===== src/rtl/filter_frame_ctrl.sv =====
// Frame sequencer for the 3x3 filter: zero-pads the upstream RGB raster, flushes the filter, then pulses its reset.
// Latency: f_iValid/f_iData are registered one cycle after the accepting (or border) cycle.
// Backpressure: s_ready only at interior FEED positions; bubbles hold the raster. FLUSH_TIMEOUT_EN adds a flush watchdog.
module filter_frame_ctrl #(
    parameter int WIDTH      = 320,
    parameter int HEIGHT     = 240,
    parameter int RST_CYCLES = 2,
    parameter int TIMEOUT    = 4096
) (
    input  logic                                clk,
    input  logic                                reset,
    input  logic                                start,
    output logic                                busy,
    output logic                                frame_done,
    output logic                                out_err,
    output logic [$clog2(WIDTH*HEIGHT+1)-1:0]   out_cnt,
    input  logic                                s_valid,
    output logic                                s_ready,
    input  logic [23:0]                         s_data,
    output logic                                f_iValid,
    output logic [23:0]                         f_iData,
    output logic                                f_reset,
    input  logic                                f_oValid,
    input  logic                                f_oDone
`ifdef FLUSH_TIMEOUT_EN
    ,
    output logic                                timeout_err
`endif
);

    localparam int CW  = $clog2(WIDTH + 2);
    localparam int RWD = $clog2(HEIGHT + 2);
    localparam int OW  = $clog2(WIDTH * HEIGHT + 1);
    localparam int KW  = $clog2(RST_CYCLES + 1);
    localparam logic [CW-1:0]  COL_LAST  = CW'(WIDTH + 1);
    localparam logic [RWD-1:0] ROW_LAST  = RWD'(HEIGHT + 1);
    localparam logic [OW-1:0]  FRAME_PIX = OW'(WIDTH * HEIGHT);
    localparam logic [KW-1:0]  RST_LAST  = KW'(RST_CYCLES - 1);

    if (RST_CYCLES < 1 || TIMEOUT < 1) begin : g_param_check
        $error("filter_frame_ctrl: RST_CYCLES and TIMEOUT must be >= 1");
    end

    typedef enum logic [2:0] {IDLE, FEED, FLUSH, RST, DONE} state_t;

    state_t          state, state_nxt;
    logic [CW-1:0]   col;
    logic [RWD-1:0]  row;
    logic [KW-1:0]   rst_cnt;
    logic            border, last_pos, advance, flush_exit, timed_out;

    assign border   = (row == '0) || (row == ROW_LAST) || (col == '0) || (col == COL_LAST);
    assign last_pos = (row == ROW_LAST) && (col == COL_LAST);

    assign busy       = (state != IDLE);
    assign frame_done = (state == DONE);
    assign f_reset    = reset || (state == RST);

    always_comb begin
        state_nxt  = state;
        s_ready    = 1'b0;
        advance    = 1'b0;
        flush_exit = 1'b0;
        case (state)
            IDLE: if (start) state_nxt = FEED;
            FEED: begin
                // Border beats are self-generated; only interior slots consume upstream pixels.
                s_ready = !border && !reset;
                advance = border || (s_valid && s_ready);
                if (advance && last_pos) state_nxt = FLUSH;
            end
            FLUSH: begin
                flush_exit = f_oDone || timed_out;
                if (flush_exit) state_nxt = RST;
            end
            RST:  if (rst_cnt == RST_LAST) state_nxt = DONE;
            DONE: state_nxt = IDLE;
            default: state_nxt = IDLE;
        endcase
    end

    always_ff @(posedge clk) begin
        if (reset) begin
            state    <= IDLE;
            row      <= '0;
            col      <= '0;
            rst_cnt  <= '0;
            out_cnt  <= '0;
            out_err  <= 1'b0;
            f_iValid <= 1'b0;
            f_iData  <= '0;
        end else begin
            state    <= state_nxt;
            f_iValid <= 1'b0;
            f_iData  <= '0;
            case (state)
                IDLE: if (start) begin
                    row     <= '0;
                    col     <= '0;
                    out_cnt <= '0;
                    out_err <= 1'b0;
                end
                FEED: begin
                    if (advance) begin
                        f_iValid <= 1'b1;
                        f_iData  <= border ? '0 : s_data;
                        if (col == COL_LAST) begin
                            col <= '0;
                            row <= last_pos ? '0 : row + RWD'(1);
                        end else begin
                            col <= col + CW'(1);
                        end
                    end
                    // The filter cannot legitimately finish before the last input beat.
                    if (f_oDone) out_err <= 1'b1;
                end
                FLUSH: begin
                    f_iValid <= !flush_exit;
                    if (f_oDone && (({1'b0, out_cnt} + (OW+1)'(f_oValid)) != {1'b0, FRAME_PIX}))
                        out_err <= 1'b1;
                end
                RST: rst_cnt <= (rst_cnt == RST_LAST) ? '0 : rst_cnt + KW'(1);
                default: ;
            endcase
            if ((state == FEED || state == FLUSH) && f_oValid && (out_cnt != FRAME_PIX))
                out_cnt <= out_cnt + OW'(1);
        end
    end

`ifdef FLUSH_TIMEOUT_EN
    localparam int TW = $clog2(TIMEOUT + 1);
    localparam logic [TW-1:0] T_LAST = TW'(TIMEOUT - 1);
    logic [TW-1:0] tcnt;

    assign timed_out = (state == FLUSH) && (tcnt == T_LAST) && !f_oDone;

    always_ff @(posedge clk) begin
        if (reset) begin
            tcnt        <= '0;
            timeout_err <= 1'b0;
        end else begin
            tcnt <= (state == FLUSH) ? tcnt + TW'(1) : '0;
            if (state == IDLE && start) timeout_err <= 1'b0;
            else if (timed_out)         timeout_err <= 1'b1;
        end
    end
`else
    assign timed_out = 1'b0;
`endif

endmodule


===== config.mk =====
export PLATFORM = sky130hd
export DESIGN_NAME = filter_frame_ctrl
export DESIGN_NICKNAME = d
export VERILOG_FILES = /design/src/rtl/filter_frame_ctrl.sv
export SDC_FILE = /design/constraint.sdc
export NUM_CORES = 1
export LEC_CHECK = 0
export BUFFER_PORTS_ARGS = -buffer_cell sky130_fd_sc_hd__buf_2
export CAP_MARGIN = 20
export CORE_ASPECT_RATIO = 1.4
export CORE_MARGIN = 4
export CORE_UTILIZATION = 40
export DETAILED_ROUTE_END_ITERATION = 8
export PLACE_DENSITY_LB_ADDON = 0.1
export REMOVE_ABC_BUFFERS = 1
export SLEW_MARGIN = 15
export SYNTH_ARGS = -nofsm -noshare
export SYNTH_HDL_FRONTEND = slang
export SYNTH_SLANG_ARGS = --single-unit

===== constraint.sdc =====
create_clock -name clk -period 2.3 [get_ports clk]
set_clock_uncertainty 0.15 [all_clocks]
set_input_delay 0.23 -clock clk [delete_from_list [all_inputs] [get_ports clk]]
set_output_delay 0.23 -clock clk [all_outputs]
set_load 0.01 [all_outputs]

# Word-level counts from Yosys, hierarchy flattened
# Index checks and enable logic that the tools add are counted.
[op_classes] mux=27 eq_ne=17 bitwise=2 add_sub_neg=5 reduce_logical=30
[ops] cell="$mux W17" count=3
[ops] cell="$mux W8" count=4
[ops] cell="$mux W9" count=3
[ops] cell="$add A17 B1 Y18" count=1
[ops] cell="$ne A18 B17 Y1 const B" count=1
[ops] cell="$pmux W9 S2" count=1
[ops] cell="$add A17 B1 Y17 const B" count=1
[ops] cell="$ne A17 B17 Y1 const B" count=1
[ops] cell="$pmux W8 S2" count=1
[ops] cell="$ne A2 B2 Y1 const B" count=7
[ops] cell="$mux W3" count=4
[ops] cell="$pmux W3 S4" count=1
[ops] cell="$reduce_and A4 Y1" count=3
[ops] cell="$add A9 B1 Y9 const B" count=1
[ops] cell="$eq A9 B9 Y1 const B" count=1
[ops] cell="$logic_not A9 Y1" count=1
[ops] cell="$add A8 B1 Y8 const B" count=1
[ops] cell="$eq A8 B8 Y1 const B" count=1
[ops] cell="$logic_not A8 Y1" count=1
[ops] cell="$logic_and A1 B1 Y1" count=7
[ops] cell="$mux W1" count=7
[ops] cell="$eq A3 B2 Y1 const B" count=2
[ops] cell="$logic_or A1 B1 Y1" count=6
[ops] cell="$reduce_bool A2 Y1" count=3
[ops] cell="15 further kinds" count=19
[totals] word_cells=89 output_inout_bits=47 in_bits=30 ff_bits=65

# Depth between registers and ports, before layout
# Gate-level depths: netlist of the first run.
[logic_depth] word_depth=11 mapped_depth=8 depth_no_buf=7

# Worst setup path before layout of the first run
# No wires, ideal clock.
[synth_timing] kind="register to register" start="register col[0]" end="register col[5]" arrival_time_ps=2022 n_path_buf=1 path_stages_with_launch=9 period_less_slack_ps=2243 setup_slack_ps=57 cell_sequence="dfxtp_1 > inv_1 > ha_1 > or3b_2 > a211oi_2 > nor4_1 > buf_2 > nor4_1 > mux2i_1"
[synth_via] elab_chain_cells=10 word_cells_on_any_way=15
[synth_rtl] item="start: declaration" line="47" text="logic [CW-1:0] col;"
[synth_rtl] item="start signal: assignment" line="111" text="col <= col + CW'(1);"
[synth_rtl] item="parallel branches: the longest is 10 deep, another holds $add A9 B1 Y9"
# Several ways; the timed one is not identified. The select of a mux whose other input is x is not followed.
# A chain may end at the register's enable or synchronous reset.

# Worst setup path in the final report of the first run
[layout_timing] start="register col[0]" end="output s_ready"
[layout_via] elab_chain_cells=6 word_cells_on_any_way=7
[layout_rtl] item="$logic_not A9 Y1" line="52" text="assign border = (row == '0) || (row == ROW_LAST) || (col == '0) || (col == COL_LAST);"
[layout_rtl] item="$logic_or A1 B1 Y1" line="52"
[layout_rtl] item="$logic_or A1 B1 Y1 *" line="52"
[layout_rtl] item="$logic_not A1 Y1 *" line="68" text="s_ready = !border && !reset;"
[layout_rtl] item="$logic_and A1 B1 Y1 *" line="68"
[layout_rtl] item="$mux W1 *" line="64" text="case (state)"
[layout_rtl] item="end: declaration" line="18" text="output logic s_ready,"
# Mark *: on every way between the ends. The rest lies on a longest branch, timed or not.

==> results of run 1 <==
## worst reg2reg max path, stage by stage, from the launching register on
cell and delay, ns:
dfxtp_2 0.33, buf_4 0.13, ha_1 0.21, nand3_2 0.12, a211oi_4 0.08, buf_4 0.14, nor4_2 0.56, buf_4 0.25
o31a_1 0.14, nor3_1 0.04
## flip-flops by register name, summed over array words and instances, names as in the netlist
name and flops:
f_iData 24, state 3, row 8, out_err 1, out_cnt 17, rst_cnt 2
f_iValid 1, col 9
## routing by layer
| metal | global-route usage | up-vias | routed length, um |
|---|---|---|---|
| met2 | 0.384 | 81 | 5340 |
| met4 | 0.112 | 0 | 311 |
| met3 | 0.0313 | 24 | 381 |
| met1 | 0.215 | 1579 | 3660 |
| li1 | - | 1683 | - |
| met5 | 0 | - | 0 |
## cells by family (layout without fill, tap and decap cells)
| logic type | count (synthesis) | count (layout) |
|---|---|---|
| buf+inv | 37 | 185 |
| mux | 8 | 8 |
| fa+ha+maj | 11 | 11 |
| xor+xnor | 11 | 11 |
| compound gates | 69 | 69 |
| simple gates | 180 | 180 |
| flops | 65 | 65 |
## Yosys cell counts (3+ instances only)
library cell  number  area (sq um)
mux2i_1            6          60.1
nor3_1            12          60.1
a31oi_1            4          25.0
ha_1              11           138
nor4_1            14          87.6
xnor2_1            6          52.6
nand3_1           17          85.1
a21oi_1           17          85.1
xor2_1             5          43.8
or3_1              8          50.1
o21ai_0           10          50.1
inv_1             15          56.3
o211ai_1           8          60.1
nor2_1            19          71.3
nand2b_1           5          31.3
and3_1             4          25.0
dfxtp_1           65          1300
clkbuf_1          17          63.8
and2_1            27           169
or4_1             10          75.1
a211oi_1           4          30.0
nand4_1           13          81.3
o311ai_0           3          26.3
nand2_1           29           109
o21ai_1            3          15.0
o31ai_1            5          37.5
## layout make-up
class	count	area [sq um]
Clock inverter	6	48.8
Tap cell	100	125
Inverter	15	56.3
Sequential cell	65	1310
Timing Repair Buffer	154	1040
Clock buffer	10	138
Multi-Input combinational cell	279	1930
Fill cell	734	3250
## placed cells by master, fill, tap and decap left out, types with 3 or more instances in the layout
cell type,n
dfxtp_1,59
inv_6,4
o31ai_1,5
dlygate4sd3_1,24
buf_2,76
xnor2_1,6
nor3_1,10
a21oi_1,17
dfxtp_2,6
nand2_1,28
o21ai_0,10
xor2_1,5
a31oi_1,4
or4_1,10
o211ai_1,8
clkbuf_8,10
buf_4,52
ha_1,11
nand3_1,15
inv_1,13
nor2_1,19
a211oi_1,4
nand4_1,13
o311ai_0,3
and3_1,4
nor4_1,12
or3_1,7
o21ai_1,3
and2_1,26
nand2b_1,5
mux2i_1,6
## power by group
part,internal [uW],total (uW),switching [uW],leakage (uW)
combinational,141,269,129,0.00129
sequential,1140,1140,8.66,0.000527
clock,435,942,506,0.0000981
## stage by stage
step | util | setup slack, ns | hold slack, ns
after floorplan | - | -0.154 | 0.149
after global placement | 0.520 | -0.125 | 0.264
after detailed placement | 0.520 | -0.0929 | 0.275
after CTS | 0.579 | -0.0849 | 0.0706
after global routing | 0.589 | -0.134 | 0.102
final | 0.589 | -0.0799 | 0.0756
## worst min-delay path by stage
stage	from	to	slack [ns]
after global routing	f_oDone	f_iValid$_SDFF_PP0_	0.10
after global placement	rst_cnt[1]$_SDFFE_PP0P_	rst_cnt[1]$_SDFFE_PP0P_	0.26
final	f_oDone	f_iValid$_SDFF_PP0_	0.08
after detailed placement	rst_cnt[1]$_SDFFE_PP0P_	rst_cnt[1]$_SDFFE_PP0P_	0.27
after CTS	f_oDone	f_iValid$_SDFF_PP0_	0.07
after floorplan	reset	f_iValid$_SDFF_PP0_	0.15
## repair_timing
item                                   CTS  global route
endpoints found under the hold margin   24             0
gates resized for setup                  8            17
buffers inserted                         1             2
setup endpoints to repair               10             9
hold buffers                            24             0
pin swaps                                4             5
==> impl_metrics.toml, run 1 <==
[critical_path]
cp_cell_sequence = "inv_2 > ha_1 > or3b_4 > a211oi_4 > buf_4 > or3_4 > nor3_4 > buf_2"
cp_num_buf_inv = 3
crit_end = "s_ready"
reg2reg_to = "col[3]$_SDFFE_PP0P_"
cp-startpoint = "col[0]$_SDFFE_PP0P_"
critPathArrivalTime_ns = 2.00
cp_slowest_stage_delay_ns = 0.39
cp-start-kind = "flip-flop"
cp_max_fo = 3
reg2reg_depth = 9
setup.worst_path.class = "reg -> out"
worstPathRequired_ns = 1.92
cp-end-kind = "primary output"
critPathSlowestCell = "or3b_4"
rr_startpoint = "col[0]$_SDFFE_PP0P_"
r2r_setup_slack_ns = 0.04
crit_family = "simple AND/OR/NAND/NOR gates"
crit_cells = 8

[finish]
final_area_sq_um = 4650
antenna_cells = 0
stdcell_count = 629
nets = 565
syn2layout_area_growth_pct = 40.7
drive_above_1_share = 0.340

[sta]
final-setup-viol-count = 1
rsz0062_at_grt = "true"
worstMarginPinSlew_ns = 0.592
fin_crit_ns = 2.38
slew_viol_final = 0
setup_slack_ns = -0.0799
post-route-period-util = 1.03
fmaxAchievable_mhz = 420
setup_tns_ns = -0.0799
max-slew-margin-rel = 0.602
hold_viol = 0

[logic_synthesis]
yosys.area_share.simple = 0.321
netlist_instances = 381
synth_xor_area_frac = 0.0292
synth_top_family_by_area = "simple AND/OR/NAND/NOR gates"
yosys_warnings = 0
synth_ff_type = "dfxtp_1"
yosysUniqueCellTypes = 61
synth-adder-area-share = 0.0417
async_flop_share = 0
synth-seq-cells = 65
ys_seq_area_frac = 0.394
synth_compound_area_frac = 0.143
syn_avg_cell_area_sq_um = 8.67
netlist_area_sq_um = 3300
synth.mux.area_fraction = 0.0250
synth_edf_count = 0

[placement]
place_inst = 586
dp_hpwl_um = 7140
place_area_sq_um = 4110
port_buffers = 76
gp_congestion = 0.926

[clock_tree]
cts_buffer_depth = 2
cts_buffers = 9
cts_tree = "yes"
cts.sinks = 65
clock_latency_ns = 0.36
clockRootBuffer = "clkbuf_8"
clk_pin_slew_worst_paths_ns = 0.08
cts_max_level = 3

[run]
drv_cap = 0

[route]
wl_per_cell_um = 15.4
wirelength_um = 9690
drc_errors = 0
vias = 3367
first_pass_iters = 4
drt-initial-drc-count = 161
vias_per_cell = 5.35
final_antenna_net_count = 0

[global_route]
grt_overflow = 0
grt_pass1_wl_um = 15900
grt_antenna_before_repair = 0
grtUsageTotal = 0.204
grt_pass1_vias = 3318
grt_start_max_net_pins = 25

[worst_hold_path]
hp-class = "in -> reg"
min_path_cells = 3

[die]
core_area_sq_um = 7890
start_util = 0.418
io_pins = 77
die_h_um = 116
die_area_sq_um = 9790
fp.dieW_um = 84.8
std_cell_rows = 38

[power_and_ir_drop]
max-vdd-ir-drop_uv = 374
p_per_area_nw_per_um2 = 507
power_uw = 2360
leakagePower_uw = 0.00191

[status]
violations = "setup timing"
status = "complete, but fails checks"
Power figures use the tool's default switching activity.
==> inputs of run 2 (changes only) <==
- CELL_PAD_IN_SITES_DETAIL_PLACEMENT: not set -> 0
- CELL_PAD_IN_SITES_GLOBAL_PLACEMENT: not set -> 1
- CORE_UTILIZATION: 40 -> 36
==> run 2 against run 1 <==
  * The run still ends with setup timing left
  * Fmax grew 2.0%
  * Sequential power is essentially flat
  * Critical path depth is the same
  * Combinational power is essentially flat
  * Critical endpoint unchanged
  * Largest cell class unchanged
  * Largest power group is now the clock network
==> impl_metrics.toml, run 2 (synthesized netlist as in run 1, its figures left out) <==
[sta]
worstMarginPinSlew_ns = 0.758
hold_ws_ns = 0.114
max-slew-margin-rel = 0.493
final-setup-viol-count = 1
setup_slack_ns = -0.0337
slew_viol_final = 0
fin_crit_ns = 2.33
post-route-period-util = 1.01
fmaxAchievable_mhz = 429
hold_viol = 0
rsz0062_at_grt = "true"

[power_and_ir_drop]
p_per_area_nw_per_um2 = 581
switching_share = 0.239
power_frac_comb = 0.096
p_seq_frac = 0.411
internal_power_uw = 2130
leakagePower_uw = 0.00200
max-vdd-ir-drop_uv = 476
p_switching_uw = 668
clkPwrFrac = 0.493

[run]
drv_cap = 0

[clock_tree]
cts_tree = "yes"
cts.sinks = 65
cts_max_level = 3
cts_buffer_depth = 2
clk_pin_slew_worst_paths_ns = 0.05
cts_buffers = 9
clock_latency_ns = 0.33
clockRootBuffer = "clkbuf_16"

[route]
dr_wl_met2_um = 5560
drc_errors = 0
top_layer_used = "met4"
wl_met1_um = 3890
wirelength_um = 10100
vias_per_cell = 5.31
first_pass_iters = 4
final_antenna_net_count = 0
vias = 3421
wl_per_cell_um = 15.6
drt-initial-drc-count = 96
met3_length_um = 424

[global_route]
grt_antenna_before_repair = 0
grt_overflow = 0
grt_pass1_vias = 3376
grt_pass1_wl_um = 15800
grt_start_max_net_pins = 25
grtUsageTotal = 0.190

[die]
die_area_sq_um = 10800
std_cell_rows = 41
fp.dieW_um = 88.9
die_h_um = 121
core_area_sq_um = 8980
io_pins = 77
start_util = 0.368

[placement]
dp_hpwl_um = 7520
port_buffers = 76
gp_congestion = 0.876

[status]
violations = "setup timing"
status = "complete, but fails checks"

[finish]
fin_util = 0.536
largest_reg_flops = 24
layout_commonest_cell = "buf_2"
largest-register = "f_iData"
final_cell_mix = "buf_2 (77), dfxtp_1 (63), buf_4 (60)"
drive_above_1_share = 0.337
nets = 573
syn2layout_area_growth_pct = 45.6
antenna_cells = 0
top_regs = "f_iData x24, out_cnt x17, col x9"

[worst_hold_path]
hp-class = "in -> reg"

[critical_path]
cp_max_fo = 3
cp-end-kind = "primary output"
worstPathRequired_ns = 1.92
r2r_setup_slack_ns = 0.02
setup.worst_path.class = "reg -> out"
critPathArrivalTime_ns = 1.95
cp-start-kind = "flip-flop"
-- run 2: changes by cell type in the layout (fill, tap and decap cells not counted), sizes merged --
| cell | before | now |
|---|---|---|
| inv | 19 | 17 |
| buf | 130 | 138 |
| clkinv | 2 | 3 |
| clkinvlp | 0 | 1 |
| bufinv | 0 | 1 |
| clkbuf | 10 | 9 |
-- run 2: per-layer routing --
layer	vias to the layer above	track usage
met1	1627	0.205
met2	87	0.349
met3	14	0.0448
met4	0	0.0726
met5	-	0
li1	1693	-
-- run 2: cell type report --
class                           count  area [sq um]
Clock inverter                      7          77.6
Fill cell                         846          4170
Tap cell                          107           134
Sequential cell                    65          1300
Multi-Input combinational cell    279          1920
Inverter                           15          56.3
Timing Repair Buffer              162          1100
Clock buffer                        9           225
-- run 2: worst max-delay path, stage by stage, from the launching register on --
cell	delay (ns)
dfxtp_2	0.35
inv_2	0.05
ha_4	0.14
or3b_4	0.23
a211oi_4	0.05
buf_4	0.14
or3_4	0.39
nor3_4	0.13
buf_2	0.15
-- run 2: per-stage QoR --
stage               TNS (ns)  cell area (sq um)  total power, uW  setup WS, ns  std cells
floorplan             -0.903               3200             1270        -0.154        359
global placement       -2.07               4170             1390        -0.285        600
detailed placement    -0.477               4170             1390        -0.132        601
CTS                  -0.0571               4760             2830       -0.0485        642
global route          -0.182               4810             2920        -0.100        644
finish               -0.0337               4810             2790       -0.0337        644
-- run 2: power groups by stage --
stage          clock, uW  sequential, uW  combinational, uW
6_report            1380            1150                267
5_1_grt             1470            1150                293
4_1_cts             1430            1150                260
3_5_place_dp           0            1170                218
3_3_place_gp           0            1170                216
2_1_floorplan          0            1180               95.6
-- run 2: path summary, 6_finish.rpt --
check                                from                       to  cells past startpoint
hold / removal                    f_oDone      f_iValid$_SDFF_PP0_                      3
setup / recovery      col[0]$_SDFFE_PP0P_                  s_ready                      8
hold reg to reg   rst_cnt[1]$_SDFFE_PP0P_  rst_cnt[1]$_SDFFE_PP0P_                      2
setup reg to reg      col[1]$_SDFFE_PP0P_      col[4]$_SDFFE_PP0P_                      8
-- run 2: what timing repair did --
item,4_1_cts,5_1_grt
endpoints found under the setup margin,8,11
gates cloned,0,0
resized for setup,11,6
pin swaps,4,2
hold buffers,24,0
endpoints found under the hold margin,24,0
setup buffers,1,2
==> inputs of run 3 (changes only) <==
- CORE_UTILIZATION: 36 -> 40
- clock period: 2.3 -> 3 ns (I/O delays scaled with it)
==> run 3 against run 2 <==
  * First-iteration DRC count down 8.3%
  * Sequential cell count did not move
  * Register-to-register slack gained 0.28 ns
  * Critical endpoint is now col[1]$_SDFFE_PP0P_
  * The flow now finishes without violations
  * Clock-buffer cell count up 1
  * Via count shrank 7.2%
  * Hold slack improved by 0.034 ns
  * Die area shrank 9.2%
  * Setup slack gained 0.34 ns
==> impl_metrics.toml, run 3 (synthesized netlist as in run 1, its figures left out) <==
[finish]
syn2layout_area_growth_pct = 26.6
layout_commonest_cell = "buf_2"
nets = 516
final_area_sq_um = 4180
largest_reg_flops = 24
top_regs = "f_iData x24, out_cnt x17, col x9"
final_cell_mix = "buf_2 (76), dfxtp_1 (65), nand2_1 (29)"
antenna_cells = 0
drive_above_1_share = 0.233
largest-register = "f_iData"

[global_route]
grt_pass1_vias = 3196
grt_pass1_wl_um = 15500
grtUsageTotal = 0.200
grt_antenna_before_repair = 0
grt_start_max_net_pins = 25
grt_overflow = 0

[route]
drt-initial-drc-count = 88
final_antenna_net_count = 0
wirelength_um = 9220
drc_errors = 0
dr_wl_met2_um = 4970
vias_per_cell = 5.47
top_layer_used = "met4"
first_pass_iters = 4
wl_per_cell_um = 15.9
vias = 3175
wl_met1_um = 3610
met3_length_um = 378

[clock_tree]
cts_max_level = 3
clk_pin_slew_worst_paths_ns = 0.08
cts_tree = "yes"
clockRootBuffer = "clkbuf_8"
clock_latency_ns = 0.36
cts_buffers = 9
cts.sinks = 65
cts_buffer_depth = 2
post_cts_buffers = 0

[critical_path]
setup.worst_path.class = "reg -> reg"
critPathArrivalTime_ns = 2.82
critPathSlowestCell = "nor4_1"
cp-end-kind = "flip-flop"
cp_max_fo = 15
cp_cell_sequence = "or4b_1 > nand2_1 > nor4_1 > buf_4 > o21ai_0 > a21oi_1"
cp-start-kind = "flip-flop"
cp_slowest_stage_delay_ns = 0.84
worstPathRequired_ns = 3.12
crit_family = "simple AND/OR/NAND/NOR gates"
cp_num_buf_inv = 1

[run]
drv_cap = 0

[die]
std_cell_rows = 38
start_util = 0.418
fp.dieW_um = 84.8
die_area_sq_um = 9790
io_pins = 77
core_area_sq_um = 7890
die_h_um = 116

[sta]
fmaxAchievable_mhz = 371
post-route-period-util = 0.898
setup_tns_ns = 0
setup_slack_ns = 0.305
hold_viol = 0
slew_viol_final = 0
final-setup-viol-count = 0
fin_crit_ns = 2.70
rsz0062_at_grt = "false"
worstMarginPinSlew_ns = 1.09
max-slew-margin-rel = 0.269

[power_and_ir_drop]
clkPwrFrac = 0.409
power_frac_comb = 0.089
leakagePower_uw = 0.00164
switching_share = 0.273
p_seq_frac = 0.503
power_uw = 1750
p_switching_uw = 478
max-vdd-ir-drop_uv = 227
p_per_area_nw_per_um2 = 420
internal_power_uw = 1280

[placement]
port_buffers = 76
place_area_sq_um = 3750
gp_congestion = 0.867
dp_slack_ns = 0.268
dp_hpwl_um = 6690

[worst_hold_path]
hp-class = "in -> reg"

[status]
status = "finished clean"
## run 3: cell count changes in the layout (fill, tap and decap cells not counted), sizes merged
| cell | before | now |
|---|---|---|
| bufinv | 1 | 0 |
| clkinv | 3 | 1 |
| clkinvlp | 1 | 2 |
| buf | 138 | 81 |
| clkbuf | 9 | 10 |
| inv | 17 | 18 |
## run 3: metal layers
metal  up-vias  track usage
met5         -            0
met4         0        0.106
met3        23       0.0413
met2        66        0.363
met1      1498        0.216
li1       1588            -
## run 3: area by class of cell
type / instances / area [sq um]
Clock buffer: 10 / 138
Clock inverter: 6 / 50.0
Fill cell: 790 / 3710
Inverter: 15 / 56.3
Multi-Input combinational cell: 279 / 1850
Sequential cell: 65 / 1300
Tap cell: 100 / 125
Timing Repair Buffer: 105 / 658
## run 3: what timing repair did
| item | 4_1_cts | 5_1_grt |
|---|---|---|
| hold buffers | 24 | 0 |
| resized for setup | 0 | 0 |
| endpoints found under the hold margin | 24 | 0 |
## run 3: final timing paths
check | startpoint | endpoint | slack [ns] | depth (start not counted)
setup / recovery | state[0]$_SDFFE_PP0P_ | col[1]$_SDFFE_PP0P_ | 0.30 | 6
hold reg to reg | rst_cnt[1]$_SDFFE_PP0P_ | rst_cnt[1]$_SDFFE_PP0P_ | 0.28 | 2
setup reg to reg | state[0]$_SDFFE_PP0P_ | col[1]$_SDFFE_PP0P_ | 0.30 | 6
hold / removal | f_oDone | f_iValid$_SDFF_PP0_ | 0.15 | 3
## run 3: metrics by stage
| step | cells | hold slack [ns] | utilization |
|---|---|---|---|
| after floorplan | 359 | 0.219 | - |
| after global placement | 540 | 0.265 | 0.475 |
| after detailed placement | 540 | 0.276 | 0.475 |
| after CTS | 580 | 0.123 | 0.529 |
| after global routing | 580 | 0.141 | 0.530 |
| final | 580 | 0.148 | 0.530 |
## run 3: tightest hold or removal path, delay by kind of cell
kind	cells	cell delay [ns]
simple gates	1	0.12
compound gates	1	0.06
buf+inv	1	0.11
## run 3: power by group through the flow
stage | logic [uW] | clock network (uW) | registers, uW
finish | 155 | 717 | 883
global route | 172 | 772 | 884
CTS | 156 | 739 | 882
detailed placement | 130 | 0 | 903
global placement | 129 | 0 | 902
floorplan | 73.3 | 0 | 902
